<file path="config.mk">
export PLATFORM = sky130hd
export DESIGN_NAME = alu_flag_unit_flat
export DESIGN_NICKNAME = d
export VERILOG_FILES = /design/src/rtl/alu_flag_unit_if.sv /design/src/rtl/alu_flag_unit.sv /design/src/flat_wrapper.sv
export SDC_FILE = /design/constraint.sdc
export NUM_CORES = 1
export LEC_CHECK = 0
export BUFFER_PORTS_ARGS = -buffer_cell sky130_fd_sc_hd__buf_2
export CORE_AREA = 4 4 41 43
export DETAILED_ROUTE_END_ITERATION = 10
export DIE_AREA = 0 0 45 47
export PLACE_DENSITY = 0.73
export REMOVE_ABC_BUFFERS = 1
export SLEW_MARGIN = 10
export SYNTH_ARGS = -nofsm -noshare
export SYNTH_HDL_FRONTEND = slang
export SYNTH_SLANG_ARGS = --single-unit
</file>
<file path="constraint.sdc">
create_clock -name CLK -period 2.5 [get_ports CLK]
set_input_delay 0.5 -clock CLK [delete_from_list [all_inputs] [get_ports CLK]]
set_output_delay 0.5 -clock CLK [all_outputs]
set_load 0.02 [all_outputs]
</file>
<file path="src/rtl/alu_flag_unit_if.sv">
// Bus between the ALU subsystem / control unit and alu_flag_unit.
// master = producer/controller side, slave = the flag unit.
interface alu_flag_unit_if #(
  parameter int CNT_W = 8
);
  logic [15:0]      R;
  logic             isZero;
  logic             ovfl;
  logic             flag_we;
  logic             trap_en;
  logic             branch_eval;
  logic [2:0]       cond;
  logic             exc_ack;
  logic [2:0]       flags;
  logic             branch_taken;
  logic             exc_req;
  logic             exc_overrun;
  logic [CNT_W-1:0] ovfl_count;

  modport master (
    output R, isZero, ovfl, flag_we, trap_en, branch_eval, cond, exc_ack,
    input  flags, branch_taken, exc_req, exc_overrun, ovfl_count
  );

  modport slave (
    input  R, isZero, ovfl, flag_we, trap_en, branch_eval, cond, exc_ack,
    output flags, branch_taken, exc_req, exc_overrun, ovfl_count
  );
endinterface

</file>
<file path="src/rtl/alu_flag_unit.sv">
// Condition-flag register {Z,N,V}, branch evaluator and 4-phase overflow-trap handshake.
// Optional ALU_OVFL_COUNT_EN adds a CNT_W-bit saturating overflow-event counter.
module alu_flag_unit #(
  parameter int CNT_W = 8
) (
  input  logic          CLK,
  input  logic          reset,
  alu_flag_unit_if.slave bus
);

  typedef enum logic [1:0] {
    ST_IDLE  = 2'b00,
    ST_REQ   = 2'b01,
    ST_DRAIN = 2'b10
  } trap_state_e;

  trap_state_e state_r;
  trap_state_e state_next_s;
  logic [2:0]  flags_r;
  logic        branch_taken_r;
  logic        exc_overrun_r;
  logic        exc_req_s;
  logic [2:0]  incoming_flags_s;
  logic [2:0]  eval_flags_s;
  logic        branch_next_s;
  logic        trap_event_s;
  logic        drain_exit_s;

  function automatic logic cond_eval(input logic [2:0] code, input logic [2:0] f);
    logic taken;
    case (code)
      3'b000:  taken = 1'b1;
      3'b001:  taken = f[2];
      3'b010:  taken = ~f[2];
      3'b011:  taken = f[1] ^ f[0];
      3'b100:  taken = ~(f[1] ^ f[0]);
      3'b101:  taken = f[0];
      3'b110:  taken = ~f[0];
      3'b111:  taken = 1'b0;
      default: taken = 1'b0;
    endcase
    return taken;
  endfunction

  // Forward this cycle's ALU flags into the branch decision when they are being captured.
  always_comb begin
    incoming_flags_s = {bus.isZero, bus.R[15], bus.ovfl};
    trap_event_s     = bus.flag_we & bus.ovfl & bus.trap_en;
    if (bus.flag_we) begin
      eval_flags_s = incoming_flags_s;
    end else begin
      eval_flags_s = flags_r;
    end
    if (bus.branch_eval) begin
      branch_next_s = cond_eval(bus.cond, eval_flags_s);
    end else begin
      branch_next_s = 1'b0;
    end
  end

  // Architectural flag register and branch pulse.
  always_ff @(posedge CLK or negedge reset) begin
    if (!reset) begin
      flags_r        <= 3'b000;
      branch_taken_r <= 1'b0;
    end else begin
      branch_taken_r <= branch_next_s;
      if (bus.flag_we) begin
        flags_r <= incoming_flags_s;
      end
    end
  end

  // Trap FSM state register.
  always_ff @(posedge CLK or negedge reset) begin
    if (!reset) begin
      state_r <= ST_IDLE;
    end else begin
      state_r <= state_next_s;
    end
  end

  // Trap FSM next-state logic; the controller owns the 4-phase ack discipline.
  always_comb begin
    state_next_s = state_r;
    case (state_r)
      ST_IDLE: begin
        if (trap_event_s) begin
          state_next_s = ST_REQ;
        end else begin
          state_next_s = ST_IDLE;
        end
      end
      ST_REQ: begin
        if (bus.exc_ack) begin
          state_next_s = ST_DRAIN;
        end else begin
          state_next_s = ST_REQ;
        end
      end
      ST_DRAIN: begin
        if (!bus.exc_ack) begin
          state_next_s = ST_IDLE;
        end else begin
          state_next_s = ST_DRAIN;
        end
      end
      default: state_next_s = ST_IDLE;
    endcase
  end

  // Trap FSM outputs decoded from the state register.
  always_comb begin
    exc_req_s    = (state_r == ST_REQ);
    drain_exit_s = (state_r == ST_DRAIN) & ~bus.exc_ack;
  end

  // Overrun is sticky until the handshake fully drains; a new event on that edge wins.
  always_ff @(posedge CLK or negedge reset) begin
    if (!reset) begin
      exc_overrun_r <= 1'b0;
    end else if (trap_event_s && (state_r != ST_IDLE)) begin
      exc_overrun_r <= 1'b1;
    end else if (drain_exit_s) begin
      exc_overrun_r <= 1'b0;
    end
  end

`ifdef ALU_OVFL_COUNT_EN
  localparam logic [CNT_W-1:0] CNT_MAX = {CNT_W{1'b1}};
  logic [CNT_W-1:0] ovfl_count_r;

  // Saturating count of every captured overflow, regardless of trap enable.
  always_ff @(posedge CLK or negedge reset) begin
    if (!reset) begin
      ovfl_count_r <= {CNT_W{1'b0}};
    end else if (bus.flag_we && bus.ovfl && (ovfl_count_r != CNT_MAX)) begin
      ovfl_count_r <= ovfl_count_r + CNT_W'(1);
    end
  end

  assign bus.ovfl_count = ovfl_count_r;
`else
  assign bus.ovfl_count = {CNT_W{1'b0}};
`endif

  assign bus.flags        = flags_r;
  assign bus.branch_taken = branch_taken_r;
  assign bus.exc_req      = exc_req_s;
  assign bus.exc_overrun  = exc_overrun_r;

endmodule

</file>
<file path="src/flat_wrapper.sv">
// flat-port wrapper written by rule: the top's interface ports become plain ports
module alu_flag_unit_flat 
#(
  parameter int CNT_W = 8
)
  (CLK, reset, bus_R, bus_isZero, bus_ovfl, bus_flag_we, bus_trap_en, bus_branch_eval, bus_cond, bus_exc_ack, bus_flags, bus_branch_taken, bus_exc_req, bus_exc_overrun, bus_ovfl_count);
  alu_flag_unit_if #(.CNT_W(CNT_W)) bus_i ();
  input  logic CLK;
  input  logic reset;
  input wire logic [$bits(bus_i.R)-1:0] bus_R;
  input wire logic [$bits(bus_i.isZero)-1:0] bus_isZero;
  input wire logic [$bits(bus_i.ovfl)-1:0] bus_ovfl;
  input wire logic [$bits(bus_i.flag_we)-1:0] bus_flag_we;
  input wire logic [$bits(bus_i.trap_en)-1:0] bus_trap_en;
  input wire logic [$bits(bus_i.branch_eval)-1:0] bus_branch_eval;
  input wire logic [$bits(bus_i.cond)-1:0] bus_cond;
  input wire logic [$bits(bus_i.exc_ack)-1:0] bus_exc_ack;
  output wire logic [$bits(bus_i.flags)-1:0] bus_flags;
  output wire logic [$bits(bus_i.branch_taken)-1:0] bus_branch_taken;
  output wire logic [$bits(bus_i.exc_req)-1:0] bus_exc_req;
  output wire logic [$bits(bus_i.exc_overrun)-1:0] bus_exc_overrun;
  output wire logic [$bits(bus_i.ovfl_count)-1:0] bus_ovfl_count;
  assign bus_i.R = bus_R;
  assign bus_i.isZero = bus_isZero;
  assign bus_i.ovfl = bus_ovfl;
  assign bus_i.flag_we = bus_flag_we;
  assign bus_i.trap_en = bus_trap_en;
  assign bus_i.branch_eval = bus_branch_eval;
  assign bus_i.cond = bus_cond;
  assign bus_i.exc_ack = bus_exc_ack;
  assign bus_flags = bus_i.flags;
  assign bus_branch_taken = bus_i.branch_taken;
  assign bus_exc_req = bus_i.exc_req;
  assign bus_exc_overrun = bus_i.exc_overrun;
  assign bus_ovfl_count = bus_i.ovfl_count;
  alu_flag_unit #(.CNT_W(CNT_W)) u_core (.CLK(CLK), .reset(reset), .bus(bus_i));
endmodule
</file>
==> reports/summary.log <==
qor: clocking.post_cts.resized_instances 0
qor: global_route.grt_usage 8.76%
qor: routing.drc 0
qor: floorplanning.initial_core_util 34.2%
qor: clocking.cts_inserted_buffers 3
qor: clocking.worst_setup_hold_path_clk_slew 0.05 ns
qor: synthesis.synth_largest_area_cell sky130_fd_sc_hd__dfrtp_1
qor: timing.fmax 682 MHz
qor: global_route.globalRoute.totalOverflow 0
qor: floorplanning.floorplan.die.width 45 um
qor: status.outcome finished clean
qor: setup_path.critical_path_peak_fanout 5
qor: routing.drt-pass1-iter-count 4
qor: clocking.cts_tree done
qor: floorplanning.design.core.area 0.00130 mm2
qor: power_and_ir_drop.maximum_resistive_drop_on_vdd 0.000244 V
qor: timing.grt_setup_unrepaired no
qor: synthesis.yosysSeqAreaShare 39.3%
qor: cells_and_area.num-fill-cells 148
qor: synthesis.synth-async-reset-ratio 100%
qor: clocking.clk_latency 0.25 ns
qor: synthesis.synth.ff_latch_count 7
qor: cells_and_area.layout.nets 94
qor: setup_path.cp_cell_sequence nor2b_1 -> buf_2
qor: placement.post-dp-hpwl 665 um
qor: timing.totalNegativeSetupSlack 0 ns
qor: cells_and_area.syn2layout_area_growth 21.6%
qor: timing.timing.clock.skew 0.00142 ns
qor: clocking.cts.path.max_buffers 2
qor: setup_path.timing.critical_path.slowest_stage_cell sky130_fd_sc_hd__dfrtp_1
qor: timing.report.final.slew_viol_count 0
qor: floorplanning.io_pins 41
qor: synthesis.synthesis.instances 46
qor: setup_path.worst-endpoint-arrival 0.97 ns
qor: routing.drt_wl_total 816 um
qor: setup_path.cp.required 2.00 ns
qor: synthesis.syn_avg_cell_area 9.68 um2
qor: synthesis.synth_top_cell_area_share 39.3%
qor: synthesis.yosysWarnings 0
qor: routing.ant_nets 0
qor: routing.detailroute.via_count 348
qor: placement.io_buffer_count 17
qor: global_route.grt_first_pass_wirelength 1.28 mm
qor: clocking.clock_sink_count 7
qor: placement.placement.setup.worst_slack 0.893 ns
qor: cells_and_area.multi_input_comb_area 221 um2
qor: clocking.postCtsHoldBufs 0
qor: clocking.cts_max_level 1
qor: power_and_ir_drop.power.static_leakage 0.296 nW
qor: run.maxCapViolations 0
qor: cells_and_area.regArea 175 um2
qor: synthesis.primary_flip_flop_cell_chosen_by_synthesis_mapping sky130_fd_sc_hd__dfrtp_1
qor: clocking.cts_root_buffer sky130_fd_sc_hd__clkbuf_4
qor: power_and_ir_drop.p_per_area 600 mW/mm2
qor: setup_path.critical_path.endpoint_type primary output
qor: global_route.number_of_antenna_violations_at_the_first_check_in_global_routing 0
qor: placement.gp_routability_congestion 0.679
qor: cells_and_area.diodes 0
qor: routing.vias_per_cell 4.30
qor: clocking.post-cts-setup-buffer-count 0
qor: timing.min_period 1.47 ns
qor: timing.report.final.hold_viol_count 0
qor: timing.report.final.setup_viol 0
qor: timing.layout_setup_ws 1.03 ns
qor: setup_path.worst_stage_delay_on_the_critical_path 0.42 ns
qor: global_route.pin_count_of_the_biggest_net_entering_global_routing 8
qor: global_route.grt_pass1_vias 343
qor: hold_path.hold_path.class in2async
qor: synthesis.synth_enable_flop_cells 0
qor: synthesis.synthMostInstantiatedCell sky130_fd_sc_hd__buf_4
qor: floorplanning.row_count 13
qor: synthesis.yosys.cell_types.count 20
qor: routing.drt-initial-drc-count 5
qor: setup_path.critical_path_class reg2out
qor: routing.post_drt_wl_per_cell 10.1 um
qor: floorplanning.die_y 47 um
qor: synthesis.synth_commonest_cells sky130_fd_sc_hd__buf_4, sky130_fd_sc_hd__dfrtp_1, sky130_fd_sc_hd__nor2_1, sky130_fd_sc_hd__inv_1, sky130_fd_sc_hd__mux2i_1
qor: timing.final.period_utilization 58.6%
qor: synthesis.synth.cell_area 445 um2
qor: floorplanning.die_area 0.00212 mm2
qor: setup_path.worstSetupStartpointType register
qor: synthesis.synth_area_leaders sky130_fd_sc_hd__dfrtp_1, sky130_fd_sc_hd__buf_4, sky130_fd_sc_hd__mux2i_1
qor: cells_and_area.layout-drive-gt1-share 36.4%
==> cell usage in the layout, fill, tap and decap left out, drive strengths merged <==
cell type,netlist,layout
nand3,1,1
a31oi,1,1
conb,1,8
a2111oi,1,1
buf,8,17
mux2i,3,3
nand3b,1,1
clkbuf,0,4
xor2,2,2
mux2,3,3
nand2b,1,1
dfrtp,7,7
nand2,1,1
a21oi,2,2
or3,1,1
o21ai,1,1
inv,4,4
nor2,6,6
nor2b,1,1
xnor2,1,1
==> routing by layer <==
metal | track usage (%) | wire length [um] | part of all wire [%] | vias up
met1 | 8.84 | 309 | 38 | 159
met2 | 15.3 | 415 | 51 | 15
met3 | 2.30 | 91 | 11 | 0
met4 | 7.02 | 0 | 0 | 0
met5 | 0 | 0 | 0 | -
li1 | - | - | - | 174
==> state kept, by name (all words and copies together) (netlist names) <==
name,count
u_core.bus.flags,3
u_core.bus.exc_overrun,1
u_core.bus.branch_taken,1
u_core.state_r,2
==> path summary, 6_finish.rpt <==
kind | start | cells past startpoint | end | slack [ns]
max | u_core.state_r[0] | 2 | bus_exc_req | 1.03
min | reset | 1 | u_core.bus.exc_overrun | 0.08
max reg2reg | u_core.bus.flags[0] | 4 | u_core.bus.branch_taken | 1.24
min reg2reg | u_core.bus.exc_overrun | 2 | u_core.bus.exc_overrun | 0.53
max in group asynchronous | reset | 1 | u_core.bus.flags[2] | 2.26
min in group CLK | bus_branch_eval | 3 | u_core.bus.branch_taken | 0.47
==> stage by stage <==
step	total power, mW	instances	cell area [um2]	hold slack [ns]	util, %
after floorplan	0.195	45	412	0.204	-
after global placement	0.222	77	515	0.342	39.6
after detailed placement	0.224	77	515	0.346	39.6
after CTS	0.330	81	542	0.0763	41.6
after global routing	0.346	81	542	0.0828	41.6
final	0.325	81	542	0.0761	41.6
==> area by class of cell <==
class	instances	share of cell area, %
multi-input cells	34	40.9
repair buffers	17	15.7
flip-flops and latches	7	32.3
inverters	4	2.77
well taps	15	3.46
clock buffers	4	4.85
==> critical path: cells and delay by family (launching register included) <==
family | cells | cell delay [ns]
DFF | 1 | 0.42
buffers and inverters | 1 | 0.15
and+or+nand+nor | 1 | 0.14
==> kinds of logic (layout without fill, tap and decap cells) <==
group / after synthesis / after routing / synth area share (%)
compound gates: 5 / 5 / 8.14
xor+xnor: 3 / 3 / 5.90
buf+inv: 12 / 25 / 16.9
flops: 7 / 7 / 39.3
mux: 6 / 6 / 16.0
other cells: 1 / 8 / 0.842
simple gates: 12 / 12 / 12.9
==> power breakdown <==
part,internal (mW),switching (mW)
sequential,0.125,0.00978
combinational,0.0359,0.0506
clock,0.0610,0.0431
total,0.222,0.103
Note: power is estimated with default switching activity, not from simulation.
